File: src/rtl/uart_bus_bridge.sv
// UART command bridge: assembles W/R/H/G byte commands, masters one bus word
// access per command and returns ACK/NAK or read data over the UART byte interface.
module uart_bus_bridge #(
  parameter int READ_LATENCY   = 1,
  parameter int TIMEOUT_CYCLES = 1000000
) (
  input  logic        i_clk,
  input  logic        i_rst_n,
  input  logic [7:0]  i_rx_data,
  input  logic        i_rx_valid,
  output logic [7:0]  o_tx_data,
  output logic        o_tx_valid,
  input  logic        i_tx_ready,
  output logic [31:0] o_addr,
  output logic [31:0] o_data_wr,
  output logic [3:0]  o_wr,
  output logic        o_rd,
  input  logic [31:0] i_data_rd,
  output logic        o_cpu_hold,
  output logic        o_rx_drop
);

  localparam int TW = (TIMEOUT_CYCLES > 2) ? $clog2(TIMEOUT_CYCLES) : 1;

  localparam logic [7:0] CMD_W = 8'h57;
  localparam logic [7:0] CMD_R = 8'h52;
  localparam logic [7:0] CMD_H = 8'h48;
  localparam logic [7:0] CMD_G = 8'h47;
  localparam logic [7:0] ACK   = 8'h06;
  localparam logic [7:0] NAK   = 8'h15;

  typedef enum logic [2:0] {
    S_IDLE, S_CMD_ADDR, S_CMD_DATA, S_BUS_WR, S_BUS_RD, S_RD_WAIT, S_TX
  } state_t;

  state_t          state_q, state_d;
  logic [1:0]      bcnt_q, bcnt_d;
  logic            is_wr_q, is_wr_d;
  logic [31:0]     adr_sh_q, adr_sh_d;
  logic [31:0]     dat_sh_q, dat_sh_d;
  logic [31:0]     addr_q, addr_d;
  logic [31:0]     wdata_q, wdata_d;
  logic [31:0]     txbuf_q, txbuf_d;
  logic [2:0]      txcnt_q, txcnt_d;
  logic            hold_q, hold_d;
  logic            drop_q, drop_d;
  logic [TW-1:0]   tmo_q, tmo_d;
  logic [1:0]      lat_q, lat_d;
  logic            rx_open;

  always_ff @(posedge i_clk or negedge i_rst_n) begin
    if (!i_rst_n) begin
      state_q  <= S_IDLE;
      bcnt_q   <= '0;
      is_wr_q  <= 1'b0;
      adr_sh_q <= '0;
      dat_sh_q <= '0;
      addr_q   <= '0;
      wdata_q  <= '0;
      txbuf_q  <= '0;
      txcnt_q  <= '0;
      hold_q   <= 1'b1;
      drop_q   <= 1'b0;
      tmo_q    <= '0;
      lat_q    <= '0;
    end else begin
      state_q  <= state_d;
      bcnt_q   <= bcnt_d;
      is_wr_q  <= is_wr_d;
      adr_sh_q <= adr_sh_d;
      dat_sh_q <= dat_sh_d;
      addr_q   <= addr_d;
      wdata_q  <= wdata_d;
      txbuf_q  <= txbuf_d;
      txcnt_q  <= txcnt_d;
      hold_q   <= hold_d;
      drop_q   <= drop_d;
      tmo_q    <= tmo_d;
      lat_q    <= lat_d;
    end
  end

  always_comb begin
    state_d  = state_q;
    bcnt_d   = bcnt_q;
    is_wr_d  = is_wr_q;
    adr_sh_d = adr_sh_q;
    dat_sh_d = dat_sh_q;
    addr_d   = addr_q;
    wdata_d  = wdata_q;
    txbuf_d  = txbuf_q;
    txcnt_d  = txcnt_q;
    hold_d   = hold_q;
    tmo_d    = tmo_q;
    lat_d    = lat_q;
    rx_open  = (state_q == S_IDLE) || (state_q == S_CMD_ADDR) || (state_q == S_CMD_DATA);
    drop_d   = i_rx_valid && !rx_open;

    case (state_q)
      S_IDLE: begin
        tmo_d  = '0;
        bcnt_d = '0;
        if (i_rx_valid) begin
          txcnt_d = 3'd1;
          state_d = S_TX;
          case (i_rx_data)
            CMD_W: begin is_wr_d = 1'b1; state_d = S_CMD_ADDR; end
            CMD_R: begin is_wr_d = 1'b0; state_d = S_CMD_ADDR; end
            CMD_H: begin hold_d = 1'b1; txbuf_d = {24'h0, ACK}; end
            CMD_G: begin hold_d = 1'b0; txbuf_d = {24'h0, ACK}; end
            default: txbuf_d = {24'h0, NAK};
          endcase
        end
      end
      S_CMD_ADDR, S_CMD_DATA: begin
        if (i_rx_valid) begin
          // an arriving byte always beats a simultaneous timeout expiry
          tmo_d  = '0;
          bcnt_d = bcnt_q + 2'd1;
          if (state_q == S_CMD_ADDR) begin
            adr_sh_d = {i_rx_data, adr_sh_q[31:8]};
            if (bcnt_q == 2'd3) begin
              if (is_wr_q) begin
                state_d = S_CMD_DATA;
              end else begin
                addr_d  = {i_rx_data, adr_sh_q[31:10], 2'b00};
                state_d = S_BUS_RD;
              end
            end
          end else begin
            dat_sh_d = {i_rx_data, dat_sh_q[31:8]};
            if (bcnt_q == 2'd3) begin
              wdata_d = {i_rx_data, dat_sh_q[31:8]};
              addr_d  = {adr_sh_q[31:2], 2'b00};
              state_d = S_BUS_WR;
            end
          end
        end else if (tmo_q == TW'(TIMEOUT_CYCLES - 1)) begin
          state_d = S_IDLE;
        end else begin
          tmo_d = tmo_q + 1'b1;
        end
      end
      S_BUS_WR: begin
        txbuf_d = {24'h0, ACK};
        txcnt_d = 3'd1;
        state_d = S_TX;
      end
      S_BUS_RD: begin
        lat_d   = '0;
        state_d = S_RD_WAIT;
      end
      S_RD_WAIT: begin
        if (lat_q == 2'(READ_LATENCY - 1)) begin
          txbuf_d = i_data_rd;
          txcnt_d = 3'd4;
          state_d = S_TX;
        end else begin
          lat_d = lat_q + 2'd1;
        end
      end
      S_TX: begin
        // LSB byte is always on o_tx_data; shift after each accepted byte
        if (i_tx_ready) begin
          txbuf_d = {8'h00, txbuf_q[31:8]};
          txcnt_d = txcnt_q - 3'd1;
          if (txcnt_q == 3'd1) state_d = S_IDLE;
        end
      end
      default: state_d = S_IDLE;
    endcase
  end

  assign o_tx_data  = txbuf_q[7:0];
  assign o_tx_valid = (state_q == S_TX);
  assign o_addr     = addr_q;
  assign o_data_wr  = wdata_q;
  assign o_wr       = (state_q == S_BUS_WR) ? 4'hF : 4'h0;
  assign o_rd       = (state_q == S_BUS_RD);
  assign o_cpu_hold = hold_q;
  assign o_rx_drop  = drop_q;

endmodule

File: config.mk
export PLATFORM = sky130hd
export DESIGN_NAME = uart_bus_bridge
export DESIGN_NICKNAME = d
export VERILOG_FILES = /design/src/rtl/uart_bus_bridge.sv
export SDC_FILE = /design/constraint.sdc
export NUM_CORES = 1
export LEC_CHECK = 0
export ABC_CLOCK_PERIOD_IN_PS = 1800
export CAP_MARGIN = 20
export CORE_ASPECT_RATIO = 1.75
export CORE_MARGIN = 2
export CORE_UTILIZATION = 49
export DETAILED_ROUTE_END_ITERATION = 16
export GPL_TIMING_DRIVEN = 0
export PLACE_DENSITY = 0.76
export SETUP_SLACK_MARGIN = 0.2
export SYNTH_ARGS = -nofsm -noshare
export SYNTH_HDL_FRONTEND = slang
export SYNTH_SLANG_ARGS = --single-unit
File: constraint.sdc
create_clock -name i_clk -period 1.8 [get_ports i_clk]
set_input_delay 0.36 -clock i_clk [delete_from_list [all_inputs] [get_ports i_clk]]
set_output_delay 0.36 -clock i_clk [all_outputs]
set_load 0.005 [all_outputs]
==> run summary <==
The most critical setup path has its startpoint at state_q[1]$_DFFE_PN0P_. Clock skew on the completed layout was measured at 0.01566 ns. In this run, the number of DRC markers left after iteration 0 of detailed routing was 518. The first detailed-routing pass took 5 iterations.

Dividing the detail-routed wire length by the instance count gives 23.28 µm. The register area share after synthesis was 54.92%; the final critical-path required period was 2.110 ns. Relative to the synthesized area, the layout overhead comes to 55.53%. For the worst setup path, the data arrival time is 2.44 ns.

Routability-driven placement finished with a final weighted congestion of 0.9049. The via count of the first global-routing pass was 7468; the number of nets still failing antenna checks after routing was 0. The worst setup path is launched from a flop.

Counting flops with a built-in enable in the synthesized netlist gives 0. The run gives 964 as the number of filler instances in the final layout. Kind of critical path: flop to flop. In this run the count of I/O pins placed on the die edge is 124. The tools report the maximum buffer depth of the clock tree as 2. Of the post-synthesis cell area, the dominant cell type holds 54.60%. The tree built by TritonCTS fans out to 181 sinks. The final reports fail on negative setup slack.

The run finished, with violations left. After floorplanning, the core was divided into 62 placement rows. At the worst endpoint, the required time is 2.13 ns. The first global-routing pass estimated 40390 µm of wire.

The tools report the number of max-slew violations in the final report as 0. From bottom edge to top edge, the die measures 175.6 µm. The share of flip-flops with an asynchronous set or reset after synthesis came out at 100.0%.

The final route contains 7309 vias. The post-synthesis sequential element count was 181; the buffering stage count on the worst path with inverters included was 3. Kind of cell adding the most delay to the critical path: compound AO/OA/AOI/OAI gates. Measured against its own limit, the worst slew margin works out to 56.06%. In the post-synthesis netlist, the biggest area contributors are sky130_fd_sc_hd__dfrtp_1 55%, sky130_fd_sc_hd__mux2_2 12%, sky130_fd_sc_hd__o21ai_0 4.2%.

The critical path goes through buf_6 -> buf_12 -> nor2_1 -> nand2_1 -> o221ai_4 -> buf_4 -> a21oi_1 -> a21o_1. In the final design database the tool counted 1040 nets. Derived from the worst setup path, the maximum achievable clock frequency is 473.8 MHz. The cell area power density works out to 1586 nW/µm². For the pin with the worst max-slew slack, the measured transition is 0.6591 ns.

Of all nets on the critical path, the largest fanout is 9. Maximum number of pins on one net before global-route repair: 96. For this run, design rule violations remaining after detail routing come to 0. The clock reaches the later pin of the worst-skew pair after 0.44 ns.

The clock slew seen by the registers of the worst setup and hold paths was 0.07 ns; the level count of the clock H-tree was 4. Wire length on met3: 1444 µm. TritonCTS built the clock tree.

Predominant post-synthesis flop cell: sky130_fd_sc_hd__dfrtp_1. Global routing consumed, over all layers together, 29.56% of the routing resources. Path category of the worst min-delay check: input pin to flop. The cell with the largest stage delay on the worst path was sky130_fd_sc_hd__dfrtp_1.

The tools report the launch point of the worst reg-to-reg path as state_q[1]$_DFFE_PN0P_. The die covers 17930 µm². The final clock period utilization by the worst path works out to 117.2%. The topmost layer with routed signal wires is met4. Summed over all layers, the routed wires come to 28610 µm. The worst setup path is captured at a flop. Launch instance of the worst min-delay path: i_rx_data[1].

During placement, the flow inserted port buffers numbering 120. The cell leakage power was 5.938 nW; the number of setup violations in the final report was 144. In the layout the commonest cells are 177 x sky130_fd_sc_hd__dfrtp_1, 84 x sky130_fd_sc_hd__nand2_1, 82 x sky130_fd_sc_hd__buf_4.

The fraction of layout instances using a drive strength above 1 is 38.58%. For the setup slack of the critical path after layout, the log shows -0.3104 ns. Clock tree synthesis inserted a total of 17 buffers. Setup repair after global routing could not meet its margin everywhere. Measured along the x axis, the die boundary spans 102.1 µm. Cell area after synthesis: 8249 µm². Max-cap violations in this run came to 0. In the synthesized netlist, the number of instances is 730.

The region available for standard cell placement spans 16450 µm². VDD sags by at most 0.8640 mV. Detailed routing placed a total of 15150 µm of wire on met2. Timing analysis after detailed placement gives a worst setup slack of -0.7026 ns. The effective utilization at floorplan was 50.16%; the overall overflow remaining after global route was 0.

For the initial antenna violation count, the log shows 1. The average cell area after synthesis was 11.30 µm². In the final routing, the length of wire on met1 measures 9619 µm. The netlist uses 62 different library cells. At the end of the flow the core is filled with cells to 78.01%.

Of all cell types, the one taking the most synthesized area is sky130_fd_sc_hd__dfrtp_1. The largest stage delay on the critical path is 0.42 ns. The HPWL after detailed placement is 14340 µm. The aggregate negative setup slack is -17.29 ns. The Yosys step of the flow raised 0 warnings. The run gives 0 as the final number of hold-violating endpoints. Dividing the detail-routed via count by the number of cells gives 5.947. The clock tree root driver cell was sky130_fd_sc_hd__clkbuf_16.

Leaving out fill and tap cells, the most frequent cell in the layout is sky130_fd_sc_hd__dfrtp_1.
==> Yosys cell counts (3+ instances only) <==
cell,count
sky130_fd_sc_hd__a21oi_1,16
sky130_fd_sc_hd__nor3b_1,3
sky130_fd_sc_hd__nor4b_1,4
sky130_fd_sc_hd__a22o_1,5
sky130_fd_sc_hd__nand3_1,10
sky130_fd_sc_hd__nor4_1,3
sky130_fd_sc_hd__mux2_2,86
sky130_fd_sc_hd__o21ai_1,11
sky130_fd_sc_hd__nand3b_1,3
sky130_fd_sc_hd__clkbuf_1,17
sky130_fd_sc_hd__nand4_1,3
sky130_fd_sc_hd__or4_1,4
sky130_fd_sc_hd__o31ai_1,3
sky130_fd_sc_hd__nor3_1,7
sky130_fd_sc_hd__o211ai_1,4
sky130_fd_sc_hd__xnor2_1,8
sky130_fd_sc_hd__o21ai_0,70
sky130_fd_sc_hd__inv_1,16
sky130_fd_sc_hd__nand2b_1,7
sky130_fd_sc_hd__nor2_1,21
sky130_fd_sc_hd__nor2b_1,8
sky130_fd_sc_hd__buf_2,22
sky130_fd_sc_hd__dfrtp_1,180
sky130_fd_sc_hd__ha_1,5
sky130_fd_sc_hd__a22oi_1,20
sky130_fd_sc_hd__and3_1,6
sky130_fd_sc_hd__buf_4,15
sky130_fd_sc_hd__or3_1,9
sky130_fd_sc_hd__nand2_1,89
sky130_fd_sc_hd__and2_1,3
sky130_fd_sc_hd__mux2i_1,32
sky130_fd_sc_hd__a21o_1,3
==> final cells by class <==
| cell class | count | area (µm²) | area share (%) |
|---|---|---|---|
| multi-input cells | 481 | 4165 | 32.47 |
| well taps | 224 | 280.3 | 2.185 |
| inverters | 16 | 63.81 | 0.4974 |
| diodes | 2 | 5.005 | 0.03901 |
| clock buffers | 18 | 429.2 | 3.345 |
| flip-flops and latches | 181 | 4534 | 35.34 |
| repair buffers | 240 | 2491 | 19.42 |
| plain buffers | 54 | 668.1 | 5.208 |
| clock inverters | 13 | 192.7 | 1.502 |
==> per-layer routing <==
| layer | global-route usage [%] | up-vias |
|---|---|---|
| met5 | 0 | - |
| met4 | 15.67 | 0 |
| met3 | 4.775 | 179 |
| met2 | 53.59 | 412 |
| met1 | 32.11 | 3609 |
| li1 | - | 3109 |
==> per-stage QoR <==
| stage | cells | power (W) | hold WS (ns) | instance area, µm² |
|---|---|---|---|---|
| after floorplan | 731 | 0.009897 | 0.06441 | 8443 |
| after global placement | 1075 | 0.01223 | 0.4602 | 9925 |
| after detailed placement | 1076 | 0.01242 | 0.4049 | 9957 |
| after CTS | 1197 | 0.01870 | 0.3610 | 12260 |
| after global routing | 1228 | 0.02108 | 0.3892 | 12830 |
| final | 1229 | 0.02035 | 0.3757 | 12830 |
==> repair_timing <==
action                                 4_1_cts  5_1_grt
hold buffers                                 1        0
pin swaps                                   40       31
endpoints found under the hold margin       85        0
cloned                                      11        4
buffers inserted                            78       26
setup endpoints to repair                  256      218
gates resized for setup                    298       97
==> where the power goes <==
part	switching, W	internal, W	leakage (nW)	total (W)
Combinational	0.00439	0.00529	3.25	0.00968
Clock	0.00172	0.00235	0.304	0.00407
Sequential	0.00113	0.00547	2.39	0.00660
Total	0.00724	0.0131	5.94	0.0204
==> state kept, by name, indices dropped and copies added, names as in the netlist <==
| signal | count |
|---|---|
| o_rx_drop | 1 |
| o_cpu_hold | 1 |
| state_q | 3 |
| txcnt_q | 3 |
| tmo_q | 20 |
| dat_sh_q | 24 |
| txbuf_q | 32 |
| o_addr | 30 |
| lat_q | 2 |
| adr_sh_q | 30 |
| o_data_wr | 32 |
| bcnt_q | 2 |
| is_wr_q | 1 |
==> path summary, 6_finish.rpt <==
path / end / slack, ns / cells after the start
min in group asynchronous: tmo_q[15]$_DFFE_PN0P_ / 0.51 / 2
min reg2reg: o_addr[31]$_DFFE_PN0P_ / 0.48 / 2
min: dat_sh_q[25]$_DFFE_PN0P_ / 0.38 / 2
max in group asynchronous: state_q[0]$_DFFE_PN0P_ / 0.39 / 3
max: txbuf_q[2]$_DFFE_PN0P_ / -0.31 / 8
max reg2reg: txbuf_q[2]$_DFFE_PN0P_ / -0.31 / 8
==> cells by family (layout without fill, tap and decap cells) <==
family	after synthesis	after routing	share of synthesized area (%)
DFF	181	181	54.92
and+or+nand+nor	192	192	11.80
adders and majority gates	7	7	1.001
AOI/OAI and AO/OA	150	151	11.16
muxes	119	119	15.80
buffers and inverters	70	341	4.202
other	1	4	0.04546
xor gates and xnor gates	10	10	1.062
Power figures use the tool's default switching activity.
